--- config.mk ---
export PLATFORM = sky130hd
export DESIGN_NAME = ov7670_capture_ctrl
export DESIGN_NICKNAME = d
export VERILOG_FILES = /design/src/rtl/ov7670_ctrl_pkg.sv /design/src/rtl/ov7670_edge_det.sv /design/src/rtl/ov7670_capture_ctrl.sv
export SDC_FILE = /design/constraint.sdc
export NUM_CORES = 1
export LEC_CHECK = 0
export BUFFER_PORTS_ARGS = -buffer_cell sky130_fd_sc_hd__buf_2
export CELL_PAD_IN_SITES_DETAIL_PLACEMENT = 1
export CELL_PAD_IN_SITES_GLOBAL_PLACEMENT = 1
export CORE_ASPECT_RATIO = 1.75
export CORE_MARGIN = 2
export CORE_UTILIZATION = 42
export DETAILED_ROUTE_END_ITERATION = 12
export PLACE_DENSITY_LB_ADDON = 0.25
export SLEW_MARGIN = 40
export SYNTH_ARGS = -nofsm -noshare
export SYNTH_HDL_FRONTEND = slang
export SYNTH_SLANG_ARGS = --single-unit
--- constraint.sdc ---
create_clock -name Pclock -period 3.93 [get_ports Pclock]
set_input_delay 0.9825 -clock Pclock [delete_from_list [all_inputs] [get_ports Pclock]]
set_output_delay 0.9825 -clock Pclock [all_outputs]
set_load 0.02 [all_outputs]
--- src/rtl/ov7670_ctrl_pkg.sv ---
// ov7670_ctrl_pkg: shared state encoding, classifier colour codes and default frame geometry
// for the OV7670 capture sequencer.
package ov7670_ctrl_pkg;
   typedef enum logic [2:0] {IDLE, SYNC, SKIP, ARM, CAPTURE, LATCH} state_t;
   localparam logic [1:0] CLASS_NONE = 2'b00;
   localparam logic [1:0] CLASS_R    = 2'b01;
   localparam logic [1:0] CLASS_G    = 2'b10;
   localparam logic [1:0] CLASS_B    = 2'b11;
   localparam int DEF_LINES       = 144;
   localparam int DEF_SKIP_FRAMES = 2;
endpackage

--- src/rtl/ov7670_edge_det.sv ---
// ov7670_edge_det: registered-prior rise/fall detector for a Pclock-synchronous camera strobe.
// Ports: Pclock, Reset (sync, active-high), d (strobe); rise/fall are single-cycle
// combinational decodes of d against its value one Pclock earlier.
module ov7670_edge_det (
   input  logic Pclock,
   input  logic Reset,
   input  logic d,
   output logic rise,
   output logic fall
);
   logic prev;
   always_ff @(posedge Pclock) prev <= Reset ? 1'b0 : d;
   assign rise = d & ~prev;
   assign fall = ~d & prev;
endmodule

--- src/rtl/ov7670_capture_ctrl.sv ---
// ov7670_capture_ctrl: frame-capture sequencer for the OV7670 pixel path (Pclock domain).
// Ports: Pclock, Reset (sync, active-high); camera Vsync/Href; control start/continuous/stop;
// classifier class_color/class_shape; result_ack from the consumer. Outputs capture_en gates
// the pixel write path, busy/frame_done report progress, result_* hold the latched
// classification, line_count/frame_err check frame geometry, overrun/timeout are sticky
// faults, frame_cnt counts captured frames.
// Build option: define CAP_TIMEOUT_EN to add the Pclock watchdog driving timeout.
module ov7670_capture_ctrl
   import ov7670_ctrl_pkg::*;
#(
   parameter int LINES          = DEF_LINES,
   parameter int SKIP_FRAMES    = DEF_SKIP_FRAMES,
   parameter int CNT_W          = 16,
   parameter int TIMEOUT_CYCLES = 1048576
) (
   input  logic             Pclock,
   input  logic             Reset,
   input  logic             Vsync,
   input  logic             Href,
   input  logic             start,
   input  logic             continuous,
   input  logic             stop,
   input  logic [1:0]       class_color,
   input  logic [1:0]       class_shape,
   input  logic             result_ack,
   output logic             capture_en,
   output logic             busy,
   output logic             frame_done,
   output logic             result_valid,
   output logic [1:0]       result_color,
   output logic [1:0]       result_shape,
   output logic [7:0]       line_count,
   output logic             frame_err,
   output logic             overrun,
   output logic             timeout,
   output logic [CNT_W-1:0] frame_cnt
);
   localparam int SK_W = SKIP_FRAMES > 0 ? $clog2(SKIP_FRAMES + 1) : 1;
   state_t          state;
   logic [SK_W-1:0] skip_cnt;
   logic            mode, stop_pending;
   logic            vs_rise, vs_fall, href_fall, href_rise_unused;
   ov7670_edge_det u_vs (.Pclock(Pclock), .Reset(Reset), .d(Vsync), .rise(vs_rise), .fall(vs_fall));
   ov7670_edge_det u_href (.Pclock(Pclock), .Reset(Reset), .d(Href), .rise(href_rise_unused), .fall(href_fall));
   assign busy = state != IDLE;
`ifdef CAP_TIMEOUT_EN
   localparam int WD_W = TIMEOUT_CYCLES > 1 ? $clog2(TIMEOUT_CYCLES) : 1;
   logic [WD_W-1:0] wd_cnt;
`else
   localparam int TIMEOUT_UNUSED = TIMEOUT_CYCLES;
   assign timeout = 1'b0;
`endif
   always_ff @(posedge Pclock) begin
      if (Reset) begin
         state        <= IDLE;
         skip_cnt     <= '0;
         mode         <= 1'b0;
         stop_pending <= 1'b0;
         capture_en   <= 1'b0;
         frame_done   <= 1'b0;
         result_valid <= 1'b0;
         result_color <= CLASS_NONE;
         result_shape <= 2'b00;
         line_count   <= 8'd0;
         frame_err    <= 1'b0;
         overrun      <= 1'b0;
         frame_cnt    <= '0;
`ifdef CAP_TIMEOUT_EN
         wd_cnt       <= '0;
         timeout      <= 1'b0;
`endif
      end else begin
         frame_done <= 1'b0;
         if (result_ack) result_valid <= 1'b0;
         case (state)
            IDLE: if (start) begin
               mode         <= continuous;
               frame_err    <= 1'b0;
               overrun      <= 1'b0;
               stop_pending <= 1'b0;
               state        <= SYNC;
            end
            // A Vsync rise marks a true frame boundary even if start landed mid-frame.
            SYNC: if (stop) state <= IDLE;
               else if (vs_rise) begin
                  skip_cnt <= SK_W'(SKIP_FRAMES);
                  state    <= (SKIP_FRAMES == 0) ? ARM : SKIP;
               end
            SKIP: if (stop) state <= IDLE;
               else if (vs_rise) begin
                  skip_cnt <= skip_cnt - 1'b1;
                  if (skip_cnt == SK_W'(1)) state <= ARM;
               end
            ARM: if (stop) state <= IDLE;
               else if (vs_fall) begin
                  line_count <= 8'd0;
                  capture_en <= 1'b1;
                  state      <= CAPTURE;
               end
            CAPTURE: begin
               if (stop) stop_pending <= 1'b1;
               if (href_fall && line_count != 8'hFF) line_count <= line_count + 8'd1;
               if (vs_rise) begin
                  capture_en <= 1'b0;
                  state      <= LATCH;
               end
            end
            // Classifier output settles on the Vsync rise, so sample it one cycle later.
            LATCH: begin
               result_color <= class_color;
               result_shape <= class_shape;
               result_valid <= 1'b1;
               frame_done   <= 1'b1;
               frame_cnt    <= frame_cnt + 1'b1;
               if (32'(line_count) != LINES) frame_err <= 1'b1;
               if (result_valid && !result_ack) overrun <= 1'b1;
               stop_pending <= 1'b0;
               state        <= (mode && !stop_pending && !stop) ? ARM : IDLE;
            end
            default: state <= IDLE;
         endcase
`ifdef CAP_TIMEOUT_EN
         if (state == IDLE) begin
            wd_cnt <= '0;
            if (start) timeout <= 1'b0;
         end else if (wd_cnt == WD_W'(TIMEOUT_CYCLES - 1)) begin
            wd_cnt       <= '0;
            capture_en   <= 1'b0;
            stop_pending <= 1'b0;
            timeout      <= 1'b1;
            state        <= IDLE;
         end else
            wd_cnt <= (vs_rise || vs_fall) ? '0 : wd_cnt + 1'b1;
`endif
      end
   end
endmodule

# After elaboration in Yosys (flattened, before gate mapping)
# Cells that the tools add are included.
# W data, S select, Z words.
# word_totals
register_bits,42
out_inout_bits,35
# op_classes
add_sub_neg,3
reduce_logical,22
mux,34
n_eq_ne,24
bitwise,6
# ops
operator,count
$mux W3,9
$mux W8,3
$pmux W3 S6,1
$add A16 B1 Y16 const B,1
$ne A2 B2 Y1 const B,8
$ne A8 B8 Y1 const B,2
$pmux W8 S2,1
$mux W1,10
$mux W2,5
$ne A3 B2 Y1 const B,3
$reduce_and A3 Y1,3
$add A8 B1 Y8 const B,1
$ne A2 B1 Y1 const B,4
$reduce_and A4 Y1,2
$reduce_bool A2 Y1,4
$eq A3 B2 Y1 const B,2
$eq A3 B3 Y1 const B,2
$pmux W1 S2,3
$reduce_and A6 Y1,1
$reduce_bool A3 Y1,2
$reduce_and A5 Y1,1
$logic_and A1 B1 Y1,4
$pmux W2 S2,1
$and A1 B1 Y1,3
9 further kinds,13

# Logic depth before layout (Yosys ltp)
# logic_depth
word_depth,5
mapped_depth,6
ltp_nobuf,6

# By module
# Synthesis repeated with hierarchy kept, for this count alone.
# unflattened
hier_cells,245
area_unflattened_um2,2100.8
# by_module_without_submodules
module,area_each_um2,cells_each,instances,seq_area_each_um2
ov7670_capture_ctrl,2023.2,237,1,800.8
ov7670_edge_det,38.8,4,2,20.0

# Worst setup path after synthesis
# OpenSTA, ideal clock, no wires.
# synth_timing
path_type,register -> output
start,register state[1]
end,output busy
n_path_buf,2
path_stages_with_launch,5
t_required_ps,2947
path_slack_ps,1877
t_arrival_ps,1071
path_cell_list,dfxtp_1 buf_2 clkbuf_1 nor3_1 inv_1
# synth_via
elab_chain_cells,1
# synth_rtl
element,line_no,text
"start, declared",ov7670_capture_ctrl.sv:39,state_t state;
"start signal, assigned",ov7670_capture_ctrl.sv:87,state <= (SKIP_FRAMES == 0) ? ARM : SKIP;
"start signal, assigned",ov7670_capture_ctrl.sv:118,state <= (mode && !stop_pending && !stop) ? ARM : IDLE;
$reduce_bool A3 Y1,ov7670_capture_ctrl.sv:45,assign busy = state != IDLE;
"end, declared",ov7670_capture_ctrl.sv:27,"output logic busy,"
# No other way between the ends.

# Worst setup path after layout
# Ends and elaborated chain as after synthesis.

==> summary by stage <==
STA
The time the final worst path needs with I/O delays and setup is about 2500 ps. After layout, the worst path uses between 60% and 70% of the clock period. At the pin with the least slew margin, the transition time is ~800 ps. Measured against its own limit, the worst slew margin works out to between 40% and 50%. The worst hold slack across all endpoints is 453 ps. The number of pins with negative max-slew slack in the final report came to 0. The clock arrives with 6.71 ps of skew.

The total setup violations reported at the end of the flow is 0. The summed negative setup slack over all endpoints is 0 ps. The final count of hold timing violations is 0. Setup repair after global routing left no endpoint under its margin. For this run, the top clock speed supported by timing is ~400 MHz.

Power and ir drop
The peak ir drop on the vdd network is 0.000284 V. For this design the ratio of total power to cell area is approximately 350 nW/um2. For this design the static power due to leakage is 0.956 nW.

Placed design
The wire-length estimate of the detail-placed layout is 3.91 mm. At the end of routability-driven placement, the weighted congestion stood at approximately 0.73. The count of placed standard cells including taps is roughly 340. The port buffer count is 45.

Global route
The first global-routing pass estimated 8.93 mm of wire. The number of global-route vias before repair is 1,970. The initial antenna violation count is 0. The largest net degree at the start of global routing is 47.

The overall track demand over capacity in global routing is roughly a fifth. The aggregate global routing overflow is 0.

Logic synthesis
In the synthesized netlist the async set-or-reset flop fraction comes to 0%. In the post-synthesis netlist, the biggest area contributors are dfxtp_1, nand2_1, a21oi_1. The total nets after synthesis is between 200 and 300. The synthesized design spends more area on one cell type than any other, namely dfxtp_1.

The portion of the post-synthesis area used by sequential elements is 40.3%. The gate count after technology mapping is 251. The share of Yosys cell area claimed by the top area cell type is 40.3%. The synthesized design contains 42 register bits. The mean instance size in the synthesized netlist is approximately 8.3 um2. The commonest register cell after synthesis is dfxtp_1.

Counting flops with a built-in enable in the synthesized netlist gives 0. After synthesis the cells add up to 2090 um2. The number of warning messages in the yosys log is 0. The count of unique library cells instantiated by Yosys is between 50 and 60.

Detailed routing
Detailed routing placed a total of roughly 160 um of wire on met3. In the final routing, the length of wire on met1 measures 2.04 mm. The vias after detailed routing is 1,959.

After detailed routing, the number of remaining DRC violations is 0. The amount of wire on met2 after detailed routing is between 2 and 3 mm. In this run the remaining antenna-violating nets after routing total 0. The length of the first detailed-routing pass in iterations is 4.

Using the TritonRoute via totals, the vias-per-cell ratio works out to between 5 and 6. After the first detailed-routing iteration, the DRC count stood at 48. For this block, the routed nets add up to 5.28 mm of wire. The top routing layer in use is met4. The routed wirelength normalized by instance count is around 15 um.

Critical path
The number of gates on the worst path with buffers counted is 3. The data arrival time of the worst path is 1490 ps. On the critical path, the stage with the largest delay is an instance of dfxtp_1. The worst-case reg-to-reg path depth is 4.

The required time at the endpoint of the critical path is roughly 3000 ps. The maximum net fanout on the critical path is 23. The cell family contributing the most delay on the critical path is flip-flops. The buffering stage count on the worst path with inverters included is 2. By startpoint and endpoint, the worst setup path is classified as reg2out. STA classifies the critical path startpoint as a flip-flop. The largest single stage delay on the critical path is roughly 780 ps. Walking the worst path, the cells encountered are nor3_1, inv_1, buf_2. The critical path capture point type is a primary output.

CTS
TritonCTS built the clock tree. The post-CTS setup-driven buffer insertion count is 0. Clock latency on the worst-skew pair, taken at its later pin, is 300 ps.

Buffers inserted during clock tree synthesis total 5. The number of sinks handled by clock tree synthesis is 42. Post-CTS repair changed the size of 0 cells. Counting along the longest clock path gives a buffer depth of 2. The H-tree was split into 2 levels. For this design, the CTS-stage hold fixing added 0 buffers. The register clock-pin slew on the reported worst setup and hold paths is roughly 80 ps. The cell sitting at the root of the clock tree is a clkbuf_8.

Final layout
The fill cell total of the finished layout is approximately 620. The fraction of layout cells with a size suffix above 1 is 22.3%. The number of antenna repair diodes is 0. The area taken by flip-flops and latches is 841 um2. After the flow finishes, the layout carries non-filler instances totaling approximately 350. The number of nets at the end of the flow is about 310. The area growth from synthesis to layout is 16.1%.

The multi-input logic area is approximately 1200 um2.

Die
In this run the count of I/O pins placed on the die edge is between 40 and 50. The die area is 5570 um2. The initial utilization of the core area, before any placement, comes to between 40% and 50%.

The core region is slightly below 5000 um2. After floorplanning, the core was divided into 34 placement rows. The floorplan step set the die width to 57.3 um. From bottom edge to top edge, the die measures 97.3 um.

Status
The flow ran to the end, and the final reports show no timing, DRC or antenna violations.

Run
The tool flagged a number of max-cap violations equal to 0.

Worst hold path
The number of stages on the worst hold path is 2. The type of the most critical hold path is reg2reg.
[path summary, 6_finish.rpt]
check	startpoint	to	slack, ps
worst min register to register	result_shape[1]	result_shape[1]	450
worst min-delay path	result_shape[1]	result_shape[1]	450
worst max register to register	state[0]	frame_cnt[12]	1800
worst max-delay path	state[1]	busy	1450
[synthesized netlist by cell type (all sizes together), types with 3 or more instances]
library cell and number:
clkbuf 8, buf 4, a211oi 3, nor2b 7, nand2b 6, nor3 4, o211ai 3, nand3 10
xnor2 5, nand2 31, nand4 4, xor2 4, or4 6, inv 10, o21ai 11, ha 4
or2 3, or3 5, nor2 22, a21oi 22, nand3b 3, dfxtp 42, mux2i 5
[layout by cell type (no fill, tap or decap), drive strengths merged, types with 4 or more instances in the layout]
master,instances
a21oi,22
buf,45
clkbuf,6
dfxtp,42
ha,4
inv,10
mux2i,5
nand2,31
nand2b,6
nand3,10
nand4,4
nor2,22
nor2b,7
nor3,4
o21ai,11
or3,5
or4,6
xnor2,5
xor2,4
[cell type report]
cell class | instances | share of cell area, %
inverter | 10 | 1.55
multi-input combinational | 187 | 47.8
sequential | 42 | 34.7
clock inverter | 2 | 0.516
timing repair buffer | 45 | 9.29
tap | 54 | 2.79
clock buffer | 6 | 3.41
[tightest hold or removal path, stage by stage (launching register included)]
cell     delay, ps
dfxtp_1        310
nand2_1         50
a21oi_1         50
[per-layer routing]
layer,global-route usage (%),vias up
met1,21.1,949
li1,-,960
met2,37.0,38
met4,9.12,0
met5,0,-
met3,3.33,12
[through the flow]
step / instance area (um2) / utilization [%] / setup WS, ps / total power [mW]
6_report: 2420 / 49.6 / 1450 / 0.857
5_1_grt: 2420 / 49.6 / 1320 / 0.900
4_1_cts: 2420 / 49.6 / 1440 / 0.868
3_5_place_dp: 2330 / 47.6 / 1590 / 0.570
3_3_place_gp: 2330 / 47.6 / 1600 / 0.567
2_1_floorplan: 2090 / - / 1880 / 0.542
[sequential cells by signal, indices dropped and copies added (netlist names)]
name	cells
capture_en	1
u_vs.prev	1
frame_err	1
overrun	1
result_valid	1
frame_done	1
line_count	8
result_color	2
state	3
frame_cnt	16
skip_cnt	2
mode	1
result_shape	2
stop_pending	1
u_href.prev	1
[power by group]
group | total [mW] | internal, mW | leakage, nW | switching, mW
Clock | 0.297 | 0.141 | 0.0472 | 0.156
Combinational | 0.0988 | 0.0428 | 0.570 | 0.0560
Sequential | 0.461 | 0.434 | 0.339 | 0.0269
[logic make-up after synthesis]
group / after synthesis / synth area share [%]
and+or+nand+nor: 115 / 30.3
muxes: 7 / 3.48
DFF: 42 / 40.3
adders and majority gates: 4 / 2.40
buffers and inverters: 22 / 4.25
other: 1 / 0.180
xor gates and xnor gates: 9 / 3.77
AOI/OAI and AO/OA: 51 / 15.4
No activity file was read; power rests on OpenSTA's default activity.
